===== src/rtl/bin2bcd_seq_if.sv =====
// Start/Busy/Done handshake and data bus between the ALU result stage and the
// binary-to-BCD converter.
interface bin2bcd_seq_if #(
  parameter int WIDTH  = 8,
  parameter int DIGITS = 3
);
  logic                  Start;
  logic [WIDTH-1:0]      Bin;
  logic                  Busy;
  logic                  Done;
  logic [4*DIGITS-1:0]   Bcd;

  modport master (output Start, Bin, input Busy, Done, Bcd);
  modport slave  (input Start, Bin, output Busy, Done, Bcd);
endinterface


===== src/rtl/bin2bcd_seq.sv =====
// Sequential double-dabble binary-to-BCD converter, one input bit per clock.
// Bcd only updates on completion; Done pulses in the cycle the new value appears.
module bin2bcd_seq #(
  parameter int WIDTH  = 8,
  parameter int DIGITS = 3
) (
  input  logic            Clock,
  input  logic            Reset,
  bin2bcd_seq_if.slave    bus
);

  localparam int CNT_W = $clog2(WIDTH) + 1;
  localparam int BCD_W = 4 * DIGITS;

  typedef enum logic {IDLE, SHIFT} state_t;

  state_t             state_q, state_d;
  logic [CNT_W-1:0]   cnt_q, cnt_d;
  logic [WIDTH-1:0]   shift_q, shift_d;
  logic [BCD_W-1:0]   work_q, work_d;
  logic [BCD_W-1:0]   bcd_q, bcd_d;
  logic               done_q, done_d;
  logic [BCD_W+WIDTH-1:0] cat;

  // Per-digit correction; digits are independent, no carry between them.
  function automatic logic [BCD_W-1:0] add3(input logic [BCD_W-1:0] w);
    logic [BCD_W-1:0] r;
    r = w;
    for (int i = 0; i < DIGITS; i++) begin
      if (w[4*i +: 4] >= 4'd5) r[4*i +: 4] = w[4*i +: 4] + 4'd3;
    end
    return r;
  endfunction

  always_ff @(posedge Clock) begin
    if (Reset) begin
      state_q <= IDLE;
      cnt_q   <= '0;
      shift_q <= '0;
      work_q  <= '0;
      bcd_q   <= '0;
      done_q  <= 1'b0;
    end else begin
      state_q <= state_d;
      cnt_q   <= cnt_d;
      shift_q <= shift_d;
      work_q  <= work_d;
      bcd_q   <= bcd_d;
      done_q  <= done_d;
    end
  end

  always_comb begin
    state_d = state_q;
    cnt_d   = cnt_q;
    shift_d = shift_q;
    work_d  = work_q;
    bcd_d   = bcd_q;
    done_d  = 1'b0;
    cat     = {add3(work_q), shift_q} << 1;
    case (state_q)
      IDLE: begin
        if (bus.Start) begin
          shift_d = bus.Bin;
          work_d  = '0;
          cnt_d   = CNT_W'(WIDTH);
          state_d = SHIFT;
        end
      end
      SHIFT: begin
        work_d  = cat[BCD_W+WIDTH-1 -: BCD_W];
        shift_d = cat[WIDTH-1:0];
        cnt_d   = cnt_q - CNT_W'(1);
        // Last bit shifted in: publish the post-shift digits directly.
        if (cnt_q == CNT_W'(1)) begin
          bcd_d   = cat[BCD_W+WIDTH-1 -: BCD_W];
          done_d  = 1'b1;
          state_d = IDLE;
        end
      end
      default: state_d = IDLE;
    endcase
  end

  assign bus.Busy = (state_q == SHIFT);
  assign bus.Done = done_q;
  assign bus.Bcd  = bcd_q;

endmodule


===== src/flat_wrapper.sv =====
// flat-port wrapper written by rule: the top's interface ports become plain ports
module bin2bcd_seq_flat 
#(
  parameter int WIDTH  = 8,
  parameter int DIGITS = 3
)
  (Clock, Reset, bus_Start, bus_Bin, bus_Busy, bus_Done, bus_Bcd);
  bin2bcd_seq_if #(.WIDTH(WIDTH), .DIGITS(DIGITS)) bus_i ();
  input  logic Clock;
  input  logic Reset;
  input wire logic [$bits(bus_i.Start)-1:0] bus_Start;
  input wire logic [$bits(bus_i.Bin)-1:0] bus_Bin;
  output wire logic [$bits(bus_i.Busy)-1:0] bus_Busy;
  output wire logic [$bits(bus_i.Done)-1:0] bus_Done;
  output wire logic [$bits(bus_i.Bcd)-1:0] bus_Bcd;
  assign bus_i.Start = bus_Start;
  assign bus_i.Bin = bus_Bin;
  assign bus_Busy = bus_i.Busy;
  assign bus_Done = bus_i.Done;
  assign bus_Bcd = bus_i.Bcd;
  bin2bcd_seq #(.WIDTH(WIDTH), .DIGITS(DIGITS)) u_core (.Clock(Clock), .Reset(Reset), .bus(bus_i));
endmodule

===== config.mk =====
export PLATFORM = sky130hd
export DESIGN_NAME = bin2bcd_seq_flat
export DESIGN_NICKNAME = d
export VERILOG_FILES = /design/src/rtl/bin2bcd_seq_if.sv /design/src/rtl/bin2bcd_seq.sv /design/src/flat_wrapper.sv
export SDC_FILE = /design/constraint.sdc
export NUM_CORES = 1
export LEC_CHECK = 0
export CAP_MARGIN = 20
export CORE_AREA = 2 2 79 81
export CTS_BUF_LIST = sky130_fd_sc_hd__clkbuf_4
export CTS_CLUSTER_DIAMETER = 30
export CTS_CLUSTER_SIZE = 12
export DETAILED_ROUTE_END_ITERATION = 16
export DIE_AREA = 0 0 81 83
export GPL_ROUTABILITY_DRIVEN = 0
export PLACE_DENSITY = 0.54
export SLEW_MARGIN = 40
export SYNTH_ARGS = -nofsm -noshare
export SYNTH_HDL_FRONTEND = slang
export SYNTH_SLANG_ARGS = --single-unit

===== constraint.sdc =====
create_clock -name Clock -period 1.3 [get_ports Clock]
set_input_delay 0.195 -clock Clock [delete_from_list [all_inputs] [get_ports Clock]]
set_output_delay 0.195 -clock Clock [all_outputs]
set_load 0.005 [all_outputs]

# ---- After elaboration in Yosys (flattened, before gate mapping)
# Cells that the tools add are included.
# W data, S select, Z words.
dict set report classes {
  n_addsub 4
  n_lt_le_gt_ge 3
  eq_ne 2
  muxes 13
  n_bitwise 1
  n_reduce_logical 2
}
# op count
set ops {}
lappend ops {{$pmux W12 S2} 1}
lappend ops {{$pmux W8 S2} 1}
lappend ops {{$ge A4 B3 Y1 const B} 3}
lappend ops {{$mux W12} 1}
lappend ops {{$mux W4} 3}
lappend ops {{$add A4 B2 Y4 const B} 2}
lappend ops {{$mux W8} 1}
lappend ops {{$pmux W4 S2} 1}
lappend ops {{$eq A4 B1 Y1 const B} 1}
lappend ops {{$sub A4 B1 Y4 const B} 1}
lappend ops {{$add A3 B2 Y3 const B} 1}
lappend ops {{$mux W1} 3}
lappend ops {{$mux W3} 1}
lappend ops {{$ne A2 B2 Y1 const B} 1}
lappend ops {{$pmux W1 S2} 1}
lappend ops {{$reduce_and A2 Y1} 1}
lappend ops {{$reduce_or A2 Y1} 1}
lappend ops {{$not A1 Y1} 1}
dict set report totals {
  ff_bits 38
  in_bits 11
  output_inout_bits 14
  wordCells 31
}

# ---- Depth between registers and ports, before layout
# Gate-level depths: netlist (run 1).
dict set report logic_depth {
  ltp_word 3
  mapped_depth 7
  ltp_nobuf 7
}

# ---- Least setup slack after synthesis (run 1)
# OpenSTA, ideal clock, no wires.
dict set report synth_timing {
  path_kind {reg-to-reg}
  startpoint {register u_core.work_q[8]}
  endpoint {register u_core.work_q[10]}
  setup_ps 71
  arrival_time_ps 1335
  required_time_ps 1229
  slack_ps -106
  path_stages_with_launch 7
  path_buffers 0
  period_less_slack_ps 1406
  path_cell_list {dfxtp_1 > inv_1 > ha_1 > nand2b_1 > a21oi_1 > mux2_2 > o21ai_1}
}
dict set report synth_via {
  elab_chain_len 3
  elab_cells_between_ends 4
  classes_between {add/sub (1); order compare (1); mux (2)}
}
# element line_no
set synth_lines {}
lappend synth_lines {{from (decl)} bin2bcd_seq.sv:20} ;# logic [BCD_W-1:0] work_q, work_d;
lappend synth_lines {{from (signal assigned)} bin2bcd_seq.sv:47} ;# work_q <= work_d;
lappend synth_lines {{$ge A4 B3 Y1 or $add A3 B2 Y3 (tied branches)} bin2bcd_seq.sv:30} ;# if (w[4*i +: 4] >= 4'd5) r[4*i +: 4] = w[4*i +: 4] + 4'd3;
lappend synth_lines {{$mux W3 *} bin2bcd_seq.sv:30}
lappend synth_lines {{$pmux W12 S2 *} bin2bcd_seq.sv:61} ;# case (state_q)
# Every way passes the cells marked *; elsewhere a longest branch is shown, timed or not.
# A chain may end at the register's enable or synchronous reset.

# ---- Worst setup path in the final report (run 1)
dict set report layout_timing {
  startpoint {register u_core.work_q[1]}
  endpoint {register u_core.work_q[2]}
}
dict set report layout_via {
  elab_chain_len 3
  elab_cells_between_ends 4
  classes_between {add/sub (1); order compare (1); mux (2)}
}
# element line_no
set layout_lines {}
lappend layout_lines {{$add A4 B2 Y4 or $ge A4 B3 Y1 (tied branches)} bin2bcd_seq.sv:30}
lappend layout_lines {{$mux W4 *} bin2bcd_seq.sv:30}
lappend layout_lines {{$pmux W12 S2 *} bin2bcd_seq.sv:61}
# Marked as above.

==> metrics.md, run 1 <==
| Metric | Value |
|---|---|
| Status | `complete, but fails checks` |
| Failing checks | `negative setup slack` |
| GRT overflow | `0` |
| Hold WS | `0.459 ns` |
| Setup TNS | `-0.564 ns` |
| Placed cell area | `2300 um2` |
| Mapped Cells | `182` |
| Netlist cell types | `32` |
| Core area | `5820 um2` |
| Worst Path Buf+Inv | `1` |
| Cell area power density | `roughly 790 nW/um2` |
| Detailed-placement wirelength estimate | `2690 um` |
| Synth-to-layout area growth | `58.7%` |
| Io pins | `25` |
| Worst Path Required | `between 1.5 and 2 ns` |
| Yosys top cell area share | `0.440` |
| Starting Density | `0.297` |
| Cell Chain, Critical Path | `inv_4 > ha_4 > nand2b_4 > a21o_1 > mux2_4 > o21ai_2` |
| Leak | `1.10 nW` |
| Flops & latches, synth | `38` |
| Delay-heaviest family, CP | `flip-flops` |
| Post-synthesis sequential area ratio | `0.440` |
| H-tree levels | `2` |
| Fmax | `714 MHz` |
| Largest cells by area after synthesis | `dfxtp_1 44%, ha_1 5.8%, a21oi_1 5.2%` |
| Syn Std Cell Area | `1730 um2` |
| Yosys warns | `0` |
| Gr usage total | `0.129` |
| Total CTS buffers | `5` |
| Placed cell count | `298` |
| Biggest area consumer among synthesized cells | `dfxtp_1` |
| Reported max-cap violation count | `0` |
| Final period utilization | `1.08` |
| End-of-flow core utilization | `0.472` |
| Post-layout nets | `265` |
| Final Max Tran Viols | `0` |
| # DRC | `0` |
| Drt pass-1 iters | `4` |
| Fillers | `roughly 590` |
| CTS Sinks | `38` |
| Most common cell after layout, fill and taps aside | `buf_4` |
| Root buffer cell | `clkbuf_4` |
| Vias in the first global route | `1479` |
| Clock Skews | `0.00712 ns` |
| First-pass GRT wire length | `6820 um` |
| Crit-path slowest cell | `dfxtp_2` |
| CP Launch Type | `flip-flop` |
| Die ar. | `between 6000 and 7000 um2` |
| Syn Area/Cell | `roughly 9.5 um2` |
| Non-Filler Instances | `roughly 320` |
| Most frequent cells in the layout | `28 x buf_4, 19 x nor2_1, 18 x dfxtp_2` |
| Storage cell area | `795 um2` |
| Data arrival time of the critical path | `1.68 ns` |
| Design area | `roughly 2700 um2` |
| CTS tree | `done` |
| Hold Path Class | `flip-flop to flip-flop` |
| Via Count | `1483` |
| Routed wire length | `4060 um` |
| Number of diodes | `0` |
| Endpoint type of the worst setup path | `flip-flop` |
| Fraction of layout cells with a size suffix above 1 | `0.478` |
| Clk_lat worst skew | `0.34 ns` |
| CP max stage delay | `0.37 ns` |
| CTS clk-pin slew, worst paths | `0.12 ns` |
| Count of final hold-check violations | `0` |
| PortBufs | `24` |
| Peak VDD IR | `~0.56 mV` |
| Remaining antenna violation count after routing | `0` |
| Largest net degree at the start of global routing | `24` |
| Minimum clock period | `1.40 ns` |
| Final setup vio count | `16` |
| Routed len/inst | `between 10 and 15 um` |
| Syn Nets | `201` |
| Fin worst setup slack | `-0.100 ns` |
| Kind of critical path | `flip-flop to flip-flop` |
| Unrepaired setup endpoints after global routing | `yes` |
| Die Height | `83 um` |
| Initial drt markers | `40` |
| Multi-input gate area | `1150 um2` |
| Rows | `28` |
| Slew margin rel. | `0.618` |
| Die Wd | `81 um` |
| Actual slew at the worst max-slew pin | `0.571 ns` |
| Initial antenna violation count | `0` |
| Largest fanout on the critical path | `3` |
| Clk buf depth | `2` |
| Via density | `4.61` |
final timing paths:
check | startpoint | to | slack (ns) | cells after the start
worst min-delay path | u_core.bus.Bcd[11]$_SDFFE_PP0P_ | u_core.bus.Bcd[11]$_SDFFE_PP0P_ | 0.46 | 1
worst max register to register | u_core.work_q[1]$_SDFFE_PP0P_ | u_core.work_q[2]$_SDFFE_PP0P_ | -0.10 | 6
worst min register to register | u_core.bus.Bcd[11]$_SDFFE_PP0P_ | u_core.bus.Bcd[11]$_SDFFE_PP0P_ | 0.46 | 1
worst max-delay path | u_core.work_q[1]$_SDFFE_PP0P_ | u_core.work_q[2]$_SDFFE_PP0P_ | -0.10 | 6
worst reg2reg max path, delay by kind of cell (launching register included):
| kind | cells | cell delay (ns) |
|---|---|---|
| muxes | 1 | 0.33 |
| AOI/OAI and AO/OA | 2 | 0.32 |
| DFF | 1 | 0.37 |
| and+or+nand+nor | 1 | 0.13 |
| buffers and inverters | 1 | 0.05 |
| adders and majority gates | 1 | 0.14 |
cells in the mapped netlist:
| master | count |
|---|---|
| nand3_1 | 3 |
| clkinv_1 | 1 |
| nor2_1 | 20 |
| a311oi_1 | 1 |
| ha_1 | 8 |
| o31a_1 | 1 |
| a21o_1 | 2 |
| a21oi_1 | 18 |
| buf_2 | 6 |
| nand2b_1 | 6 |
| nor3b_1 | 8 |
| nor3_1 | 4 |
| mux2_2 | 2 |
| o21ai_2 | 2 |
| o21ai_1 | 10 |
| mux2_4 | 2 |
| o2bb2ai_1 | 9 |
| inv_1 | 8 |
| nor2_2 | 1 |
| clkbuf_1 | 1 |
| nand2_1 | 1 |
| buf_4 | 1 |
| o2bb2ai_2 | 2 |
| mux2i_1 | 9 |
| nor3_2 | 1 |
| dfxtp_1 | 38 |
| nor2b_1 | 1 |
| o21ai_0 | 2 |
| buf_1 | 1 |
| xnor2_1 | 3 |
| nand3b_1 | 9 |
| a22o_1 | 1 |
registers in the layout, indices dropped and copies added, names as in the netlist:
| name | flops |
|---|---|
| u_core.work_q | 12 |
| u_core.shift_q | 8 |
| u_core.cnt_q | 4 |
| u_core.bus.Done | 1 |
| u_core.bus.Busy | 1 |
| u_core.bus.Bcd | 12 |
cell families after synthesis:
logic type      synth area share
buf+inv                   0.0456
xor+xnor                  0.0152
compound gates             0.184
mux                       0.0826
fa+ha+maj                 0.0579
flops                      0.440
simple gates               0.175
per-layer routing:
metal	vias up	track usage	routed length [um]
li1	773	-	-
met1	680	0.167	1930
met2	21	0.204	1950
met3	9	0.0337	93
met4	0	0.0493	83
met5	-	0	0
layout make-up:
cell class / count / share of cell area
Inverter: 9 / 0.0151
Clock buffer: 5 / 0.0137
Sequential cell: 38 / 0.290
Multi-Input combinational cell: 126 / 0.420
Timing Repair Buffer: 66 / 0.221
Tap cell: 75 / 0.0342
Clock inverter: 3 / 0.00593
report_power, final:
part,internal [mW],switching [mW]
Sequential,1.19,0.0242
Clock,0.201,0.406
Combinational,0.179,0.151
metrics by stage:
stage                     setup slack (ns)  power, mW
after floorplan                    0.00180       1.39
after global placement              -0.194       1.50
after detailed placement            -0.251       1.51
after CTS                          -0.0981       2.16
after global routing                -0.137       2.27
final                               -0.100       2.15
timing repair:
item                       in CTS  in global routing
resized for setup              66                 23
buffers inserted               15                  3
hold buffers                    0                  0
setup endpoints to repair      29                 27
pin swaps                      15                 10
Note: power is estimated with default switching activity, not from simulation.
==> inputs of run 2 (changes only) <==
--- a/config.mk
+++ b/config.mk
@@ -5,13 +5,14 @@
 export SDC_FILE = /design/constraint.sdc
 export NUM_CORES = 1
 export LEC_CHECK = 0
+export ABC_AREA = 1
 export CAP_MARGIN = 20
-export CORE_AREA = 2 2 79 81
+export CORE_AREA = 2 2 80 82
 export CTS_BUF_LIST = sky130_fd_sc_hd__clkbuf_4
 export CTS_CLUSTER_DIAMETER = 30
 export CTS_CLUSTER_SIZE = 12
 export DETAILED_ROUTE_END_ITERATION = 16
-export DIE_AREA = 0 0 81 83
+export DIE_AREA = 0 0 82 84
 export GPL_ROUTABILITY_DRIVEN = 0
 export PLACE_DENSITY = 0.54
 export SLEW_MARGIN = 40
==> metrics.md, run 2 <==
| Metric | Value |
|---|---|
| Post-layout nets | `320 (was 265)` |
| Clk_lat worst skew | `0.34 ns (about the same)` |
| CTS tree | `done (unchanged)` |
| Combinational power share | `0.119 (was 0.153)` |
| Fin worst setup slack | `0.0661 ns (was -0.100 ns)` |
| Reported max-cap violation count | `0 (unchanged)` |
| Initial drt markers | `56 (was 40)` |
| Largest net degree at the start of global routing | `17 (was 24)` |
| Cell area power density | `910 nW/um2 (was 785 nW/um2)` |
| Storage cell area | `785 um2 (was 795 um2)` |
| CP Launch Type | `flip-flop (unchanged)` |
| Detailed-placement wirelength estimate | `2930 um (was 2690 um)` |
| Fillers | `650 (was 588)` |
| Gr usage total | `0.126 (was 0.129)` |
| # DRC | `0 (unchanged)` |
| Slew margin rel. | `0.795 (was 0.618)` |
| Number of diodes | `0 (unchanged)` |
| Syn Area/Cell | `7.09 um2 (was 9.49 um2)` |
| Die ar. | `6890 um2 (was 6720 um2)` |
| Io pins | `25 (unchanged)` |
| Most frequent cells in the layout | `67 x nand2_1, 30 x inv_1, 25 x buf_4 (was 28 x buf_4, 19 x nor2_1, 18 x dfxtp_2)` |
| Design area | `2470 um2 (was 2740 um2)` |
| Clock Skews | `0.0155 ns (was 0.00712 ns)` |
| Kind of critical path | `flip-flop to flip-flop (unchanged)` |
| Yosys top cell area share | `0.429 (was 0.440)` |
| GRT overflow | `0 (unchanged)` |
| Syn Nets | `269 (was 201)` |
| Remaining antenna violation count after routing | `0 (unchanged)` |
| Multi-input gate area | `885 um2 (was 1150 um2)` |
| CTS Sinks | `38 (unchanged)` |
| First-pass GRT wire length | `6840 um (was 6820 um)` |
| Largest cells by area after synthesis | `dfxtp_1 43%, nand2_1 16%, inv_1 7.8% (was dfxtp_1 44%, ha_1 5.8%, a21oi_1 5.2%)` |
| Die Height | `84 um (was 83 um)` |
| Largest fanout on the critical path | `4 (was 3)` |
| Dominant synthesized flop cell | `dfxtp_1 (unchanged)` |
| Mapped Cells | `250 (was 182)` |
| Routed len/inst | `10.8 um (was 12.6 um)` |
| Minimum clock period | `1.23 ns (was 1.40 ns)` |
| Placed cell area | `2240 um2 (was 2300 um2)` |
| Fraction of layout cells with a size suffix above 1 | `0.252 (was 0.478)` |
| Actual slew at the worst max-slew pin | `0.307 ns (was 0.571 ns)` |
| PortBufs | `24 (unchanged)` |
| Setup TNS | `0 ns (was -0.564 ns)` |
| Final Max Tran Viols | `0 (unchanged)` |
| Worst Path Required | `1.56 ns (was 1.58 ns)` |
| CTS clk-pin slew, worst paths | `0.11 ns (was 0.12 ns)` |
| Worst Reg-to-Reg Cells | `7 (was 6)` |
| Worst Hold Depth | `2 (was 1)` |
| Drt pass-1 iters | `4 (unchanged)` |
| Fmax | `810 MHz (was 714 MHz)` |
| Data arrival time of the critical path | `1.50 ns (was 1.68 ns)` |
| Status | `complete, no violations (was complete, but fails checks)` |
| Placement Setup Slack | `-0.242 ns (was -0.251 ns)` |
| Yosys warns | `0 (unchanged)` |
| Core area | `6100 um2 (was 5820 um2)` |
| Hold Path Class | `flip-flop to flip-flop (unchanged)` |
| Final period utilization | `0.949 (was 1.08)` |
| Initial antenna violation count | `0 (unchanged)` |
| Synth-to-layout area growth | `39.2% (was 58.7%)` |
| Biggest area consumer among synthesized cells | `dfxtp_1 (unchanged)` |
| Die Wd | `82 um (was 81 um)` |
| Peak VDD IR | `0.544 mV (was 0.564 mV)` |
| Top-count cell post-synth | `nand2_1 (was dfxtp_1)` |
| Count of final hold-check violations | `0 (unchanged)` |
| Switching share of power | `0.237 (was 0.270)` |
| Final setup vio count | `0 (was 16)` |
| Vias in the first global route | `1578 (was 1479)` |
| Clk buf depth | `2 (unchanged)` |
| Clock power share | `0.341 (was 0.282)` |
| Rows | `29 (was 28)` |
| Via Count | `1698 (was 1483)` |
| Starting Density | `0.291 (was 0.297)` |
| Leak | `1.14 nW (was 1.10 nW)` |
| P_sw | `0.532 mW (was 0.581 mW)` |
| Most common cell after layout, fill and taps aside | `nand2_1 (was buf_4)` |
| Via density | `4.49 (was 4.61)` |
| Post-synth EDFFs | `0 (unchanged)` |
| Post-synthesis sequential area ratio | `0.429 (was 0.440)` |
| Syn Std Cell Area | `1770 um2 (was 1730 um2)` |
| Sequential Power Share | `0.539 (was 0.564)` |
| Routed wire length | `4100 um (was 4060 um)` |
| End-of-flow core utilization | `0.405 (was 0.472)` |
| Synth async-reset ratio | `0 (unchanged)` |
| Pint | `1.71 mW (was 1.57 mW)` |
| Total CTS buffers | `5 (unchanged)` |
| Netlist cell types | `21 (was 32)` |
| Flops & latches, synth | `38 (unchanged)` |
| Endpoint type of the worst setup path | `flip-flop (unchanged)` |
| H-tree levels | `2 (unchanged)` |
| Top cells by count, synth | `74 x nand2_1, 38 x dfxtp_1, 37 x inv_1 (was 38 x dfxtp_1, 20 x nor2_1, 18 x a21oi_1)` |
| Root buffer cell | `clkbuf_4 (unchanged)` |
| Unrepaired setup endpoints after global routing | `yes (unchanged)` |
==> run 2: cell count changes after synthesis, sizes merged, moves of 7 or more <==
cell	change
o21ai	+9
mux2i	-8
nand3b	-9
nand2	+73
nor3b	-8
inv	+29
nand4	+7
o2bb2ai	-11
nand3	+20
nor2	-16
==> run 2: through the flow <==
step	std cells	power, mW	hold WS [ns]
after floorplan	250	1.37	0.360
after global placement	364	1.50	0.431
after detailed placement	364	1.50	0.430
after CTS	376	2.28	0.429
after global routing	378	2.35	0.444
final	378	2.24	0.435
==> run 2: power groups by stage <==
stage                     clock network [mW]  registers, mW  logic (mW)
after floorplan                            0           1.24       0.136
after global placement                     0           1.23       0.261
after detailed placement                   0           1.23       0.263
after CTS                              0.805           1.21       0.266
after global routing                   0.838           1.21       0.301
final                                  0.766           1.21       0.268
==> run 2: critical path: stages, from the launching register on <==
cell and delay [ns]:
dfxtp_2 0.35, buf_4 0.14, ha_1 0.20, nand2_2 0.11
nand3_4 0.09, nand2_1 0.09, nand3_1 0.07, a21oi_1 0.12
==> run 2: area by class of cell <==
type,count,share of cell area
flip-flops and latches,38,0.318
inverters,37,0.0563
multi-input cells,165,0.359
repair buffers,54,0.199
clock buffers,5,0.0152
well taps,77,0.0391
clock inverters,2,0.0137
==> run 2: path summary, 6_finish.rpt <==
check / slack (ns) / from / to
max reg2reg: 0.07 / u_core.work_q[0]$_SDFFE_PP0P_ / u_core.work_q[1]$_SDFFE_PP0P_
max: 0.07 / u_core.work_q[0]$_SDFFE_PP0P_ / u_core.work_q[1]$_SDFFE_PP0P_
min reg2reg: 0.44 / u_core.shift_q[7]$_SDFFE_PP0P_ / u_core.work_q[0]$_SDFFE_PP0P_
min: 0.44 / u_core.shift_q[7]$_SDFFE_PP0P_ / u_core.work_q[0]$_SDFFE_PP0P_
==> run 2: logic make-up after synthesis <==
family	count (synthesis)	synth area share
buf+inv	47	0.107
simple gates	114	0.277
flops	38	0.429
mux	1	0.00565
compound gates	42	0.124
fa+ha+maj	8	0.0565
==> run 2: repair_timing <==
| item | 4_1_cts | 5_1_grt |
|---|---|---|
| pin swaps | 0 | 3 |
| hold buffers | 0 | 0 |
| endpoints found under the setup margin | 29 | 19 |
| setup buffers | 5 | 1 |
| cloned | 0 | 1 |
| gates resized for setup | 35 | 27 |
==> run 2: routing by layer <==
layer	up-vias	track usage	part of all wire
met4	0	0.0439	0.010
met1	760	0.161	0.48
met2	26	0.203	0.48
met5	-	0	0
met3	4	0.0303	0.029
li1	908	-	-
==> inputs of run 3 (changes only) <==
--- a/config.mk
+++ b/config.mk
@@ -6,7 +6,8 @@
 export NUM_CORES = 1
 export LEC_CHECK = 0
 export ABC_AREA = 1
-export CAP_MARGIN = 20
+export ABC_CLOCK_PERIOD_IN_PS = 1300
+export CAP_MARGIN = 30
 export CORE_AREA = 2 2 80 82
 export CTS_BUF_LIST = sky130_fd_sc_hd__clkbuf_4
 export CTS_CLUSTER_DIAMETER = 30
==> results of run 3 <==
No change in the layout: final DEF, timing and power equal those of run 2.
==> RTL change 1 (flow settings as in run 3) <==
`DIGITS` is set to 3 in 3 places; all go to 2.
--- a/src/rtl/bin2bcd_seq_if.sv
+++ b/src/rtl/bin2bcd_seq_if.sv
@@ -2,7 +2,7 @@
 // binary-to-BCD converter.
 interface bin2bcd_seq_if #(
   parameter int WIDTH  = 8,
-  parameter int DIGITS = 3
+  parameter int DIGITS = 2
 );
   logic                  Start;
   logic [WIDTH-1:0]      Bin;
--- a/src/rtl/bin2bcd_seq.sv
+++ b/src/rtl/bin2bcd_seq.sv
@@ -2,7 +2,7 @@
 // Bcd only updates on completion; Done pulses in the cycle the new value appears.
 module bin2bcd_seq #(
   parameter int WIDTH  = 8,
-  parameter int DIGITS = 3
+  parameter int DIGITS = 2
 ) (
   input  logic            Clock,
   input  logic            Reset,
--- a/src/flat_wrapper.sv
+++ b/src/flat_wrapper.sv
@@ -2,7 +2,7 @@
 module bin2bcd_seq_flat 
 #(
   parameter int WIDTH  = 8,
-  parameter int DIGITS = 3
+  parameter int DIGITS = 2
 )
   (Clock, Reset, bus_Start, bus_Bin, bus_Busy, bus_Done, bus_Bcd);
   bin2bcd_seq_if #(.WIDTH(WIDTH), .DIGITS(DIGITS)) bus_i ();
Interface: changed (resized bus_Bcd); port bits go from 25 to 21. No check against the original RTL was run, so the function may have changed too.
==> RTL change 1 against run 3 <==
  * Worst setup slack better by 0.0095 ns
  * Wire length shrank 25%
  * Core utilization down 8.7 points
  * Final area down 22%
  * Total power decreased by 22%
  * Sequential cell count decreased by 8
  * Clock power shrank 29%
  * Synthesized area down 17%
  * Critical path depth decreased by 1
==> RTL change 1: results (changes against run 3) <==
Yosys cell types = 26 (+24%)
pre-CTS WS = -0.00994 ns (+0.232 ns)
CTS Root Cell = clkbuf_4
largest net degree at the start of global routing = 12 (-5)
routed via count = 1,270 (-25%)
Placed Cells = 297 (-18%)
Clock Skew = 0.00420 ns (-0.0113 ns)
Clk Latency, worst-skew pair = 0.32 ns (-0.02 ns)
most frequent cells after synthesis = nand2_1 (52), dfxtp_1 (30), inv_1 (27)
placed cell areas = 1810 sq um (-20%)
Antenna Diode Count = 0 (unchanged)
syn nets = 212 (-21%)
input/output buffers = 20 (-17%)
final net count = 247 (-23%)
first-pass GRT wire length = 5420 um (-21%)
Routed WL = 3060 um (-25%)
most common cell in the synthesized netlist = nand2_1
fraction of layout cells with a size suffix above 1 = 0.299 (+0.0462)
initial antenna violation count = 0 (unchanged)
Worst Hold Class = flop to flop
Least-Margin Pin Slew = 0.272 ns (-0.0352 ns)
CTS buffer count = 5 (unchanged)
status = complete, no violations
number of max-cap violations = 0 (unchanged)
post-synthesis mux area share = 0.00677 (+0.00112)
Leakage = 0.873 nW (-23%)
critical-path maximum fanout = 7 (+3)
Post-route DRC = 0 (unchanged)
WL/cell = 9.94 um (-8.4%)
async set-or-reset flop fraction in the synthesized netlist = 0 (unchanged)
initial DRC count = 67 (+20%)
top area cells in the synthesized netlist = dfxtp_1 (41%), nand2_1 (13%), nand3_1 (7.5%)
# fillers = 684 (+5.2%)
sw frac = 0.267 (+0.0300)
Synth Area in Compound Gates = 0.113 (-0.0108)
CP arrival = 1.45 ns (-0.05 ns)
Peak VDD IR = 0.300 mV (-45%)
Synth Area in Adders = 0.0508 (-0.00569)
detailed placement HPWL = 2280 um (-22%)
Clock transition at path regs = 0.09 ns (-0.02 ns)
Top FF cell, synth = dfxtp_1
vias in the first global route = 1,222 (-23%)
mean post-synth cell area = 7.58 sq um (+6.9%)
GRT Total Usage = 0.103 (-0.0230)
sequential share of the synthesized area = 0.406 (-0.0229)
[RTL change 1: changes by cell type in the layout (fill, tap and decap cells not counted), sizes merged, moves of 2 or more]
cell / before / now
inv: 37 / 27
a21oi: 15 / 11
nor2: 5 / 3
nand2: 74 / 61
buf: 29 / 15
nand4: 7 / 5
o21ai: 23 / 13
dlygate4sd2: 13 / 10
dfxtp: 38 / 30
o211ai: 2 / 0
ha: 8 / 6
[RTL change 1: layout make-up]
type | count | area share
Clock inverter | 2 | 0.00453
Inverter | 28 | 0.0563
Tap cell | 77 | 0.0498
Clock buffer | 6 | 0.0233
Timing Repair Buffer | 35 | 0.159
Multi-Input combinational cell | 130 | 0.386
Sequential cell | 30 | 0.321
[RTL change 1: per-layer routing]
metal | share of wire | track usage
met1 | 0.49 | 0.133
met4 | 0.019 | 0.0455
met5 | 0 | 0
met2 | 0.44 | 0.154
met3 | 0.045 | 0.0325
[RTL change 1: critical path, stage by stage (launching register included)]
cell,delay (ns)
dfxtp_4,0.35
buf_4,0.15
buf_4,0.17
nor2_8,0.14
inv_2,0.08
o21ai_0,0.15
nor3_1,0.08
[RTL change 1: power groups by stage]
stage                     Clock, mW  Sequential (mW)  Combinational [mW]
after floorplan                   0            0.986               0.155
after global placement            0            0.990               0.231
after detailed placement          0            0.991               0.233
after CTS                     0.574            0.966               0.239
after global routing          0.607            0.971               0.281
final                         0.541            0.967               0.246
[RTL change 1: metrics by stage]
step,util,power [mW]
after floorplan,-,1.14
after global placement,0.296,1.22
after detailed placement,0.296,1.22
after CTS,0.307,1.78
after global routing,0.317,1.86
final,0.317,1.75
[RTL change 1: timing repair]
item                                    CTS  global route
hold buffers                              0             0
pin swaps                                 0             6
endpoints found under the setup margin   13            15
resized for setup                        21            21
buffers inserted                          1             2
[RTL change 1: logic make-up (layout without fill, tap and decap cells)]
| family | Yosys count | after routing |
|---|---|---|
| simple gates | 97 | 97 |
| compound gates | 26 | 26 |
| buf+inv | 35 | 71 |
| flops | 30 | 30 |
| fa+ha+maj | 6 | 6 |
| mux | 1 | 1 |
[RTL change 1: worst paths after layout]
path,startpoint,endpoint,slack (ns),cells past startpoint
setup reg to reg,u_core.bus.Busy$_SDFF_PP0_,u_core.cnt_q[3]$_SDFFE_PP0P_,0.08,6
setup / recovery,u_core.bus.Busy$_SDFF_PP0_,u_core.cnt_q[3]$_SDFFE_PP0P_,0.08,6
hold / removal,u_core.cnt_q[2]$_SDFFE_PP0P_,u_core.cnt_q[2]$_SDFFE_PP0P_,0.44,1
hold reg to reg,u_core.cnt_q[2]$_SDFFE_PP0P_,u_core.cnt_q[2]$_SDFFE_PP0P_,0.44,1
==> RTL change 2 (settings of run 3) <==
Without the edit above. `shift_q` no longer has a reset.
--- a/src/rtl/bin2bcd_seq.sv
+++ b/src/rtl/bin2bcd_seq.sv
@@ -36,18 +36,20 @@
     if (Reset) begin
       state_q <= IDLE;
       cnt_q   <= '0;
-      shift_q <= '0;
       work_q  <= '0;
       bcd_q   <= '0;
       done_q  <= 1'b0;
     end else begin
       state_q <= state_d;
       cnt_q   <= cnt_d;
-      shift_q <= shift_d;
       work_q  <= work_d;
       bcd_q   <= bcd_d;
       done_q  <= done_d;
     end
+  end
+
+  always_ff @(posedge Clock) begin
+    shift_q <= shift_d;
   end
 
   always_comb begin
Behaviour: no difference found for any inputs over 10 cycles, from zero or initial values and one cycle with Reset high; that may be too few to reach the edited logic, so the function may still have changed.
==> RTL change 2 against run 3 <==
  * Sequential cell count is the same
  * Synthesized area shrank 2.2%
  * Count of clock-buffer cells in the layout did not move
  * Worst setup slack better by 0.041 ns
  * Critical path depth fell by 6
  * Wire length fell by 10%
  * Total power rose by 14%
  * Final area fell by 6.3%
  * Critical path type is now flop to output port
==> RTL change 2: results (changes against run 3) <==
cell count along the critical path = 1 (-6)
Synth Area in Compound Gates = 0.0939 (-0.0304)
mean post-synth cell area = 7.70 sq um (+8.7%)
fraction of layout cells with a size suffix above 1 = 0.248 (-0.00437)
initial DRC count = 59 (+5.4%)
Top delay family on crit path = flip-flops
Least-Margin Pin Slew = 0.257 ns (-0.0499 ns)
Synth Area in Adders = 0.0578 (+0.00126)
Routed WL = 3680 um (-10%)
routed via count = 1,551 (-8.7%)
Non-Filler Instances = 343 (-9.3%)
CP startpoint = u_core.bus.Busy$_SDFF_PP0_
area of the multi-input gates = 810 sq um (-8.5%)
status = complete, no violations
Placed Cells = 334 (-8.2%)
syn nets = 244 (-9.3%)
vias in the first global route = 1,475 (-6.5%)
first-pass GRT wire length = 6380 um (-6.8%)
CP peak stage delay = 0.38 ns (+0.03 ns)
critical-path maximum fanout = 5 (+1)
final net count = 284 (-11%)
Leakage = 1.03 nW (-9.4%)
largest net degree at the start of global routing = 16 (-1)
Clock Skew = 0.0111 ns (-0.00441 ns)
most frequent cells after synthesis = nand2_1 (86), dfxtp_1 (30), inv_1 (20)
GRT Total Usage = 0.121 (-0.00522)
cells on worst reg2reg path = 8 (+1)
post-synthesis mux area share = 0.0116 (+0.00590)
==> RTL change 2: area by class of cell <==
| type | instances | share of cell area |
|---|---|---|
| Clock buffer | 5 | 0.0162 |
| Clock inverter | 3 | 0.0298 |
| Inverter | 23 | 0.0374 |
| Multi-Input combinational cell | 157 | 0.350 |
| Sequential cell | 38 | 0.375 |
| Tap cell | 77 | 0.0417 |
| Timing Repair Buffer | 40 | 0.150 |
==> RTL change 2: what timing repair did <==
action                                  in CTS  in global routing
pin swaps                                    0                  2
hold buffers                                 0                  0
endpoints found under the setup margin      16                 21
buffers inserted                             0                  1
gates resized for setup                     29                 24
==> RTL change 2: report_power, final <==
group / switching (mW) / leakage, nW / internal, mW
registers: 0.0225 / 0.334 / 1.26
clock network: 0.422 / 0.0554 / 0.601
logic: 0.132 / 0.640 / 0.114
==> RTL change 2: per-layer routing <==
metal  routed length, um  track usage
met5                   0            0
met3                 126       0.0357
met1                1650        0.140
met2                1790        0.197
met4                 112       0.0606
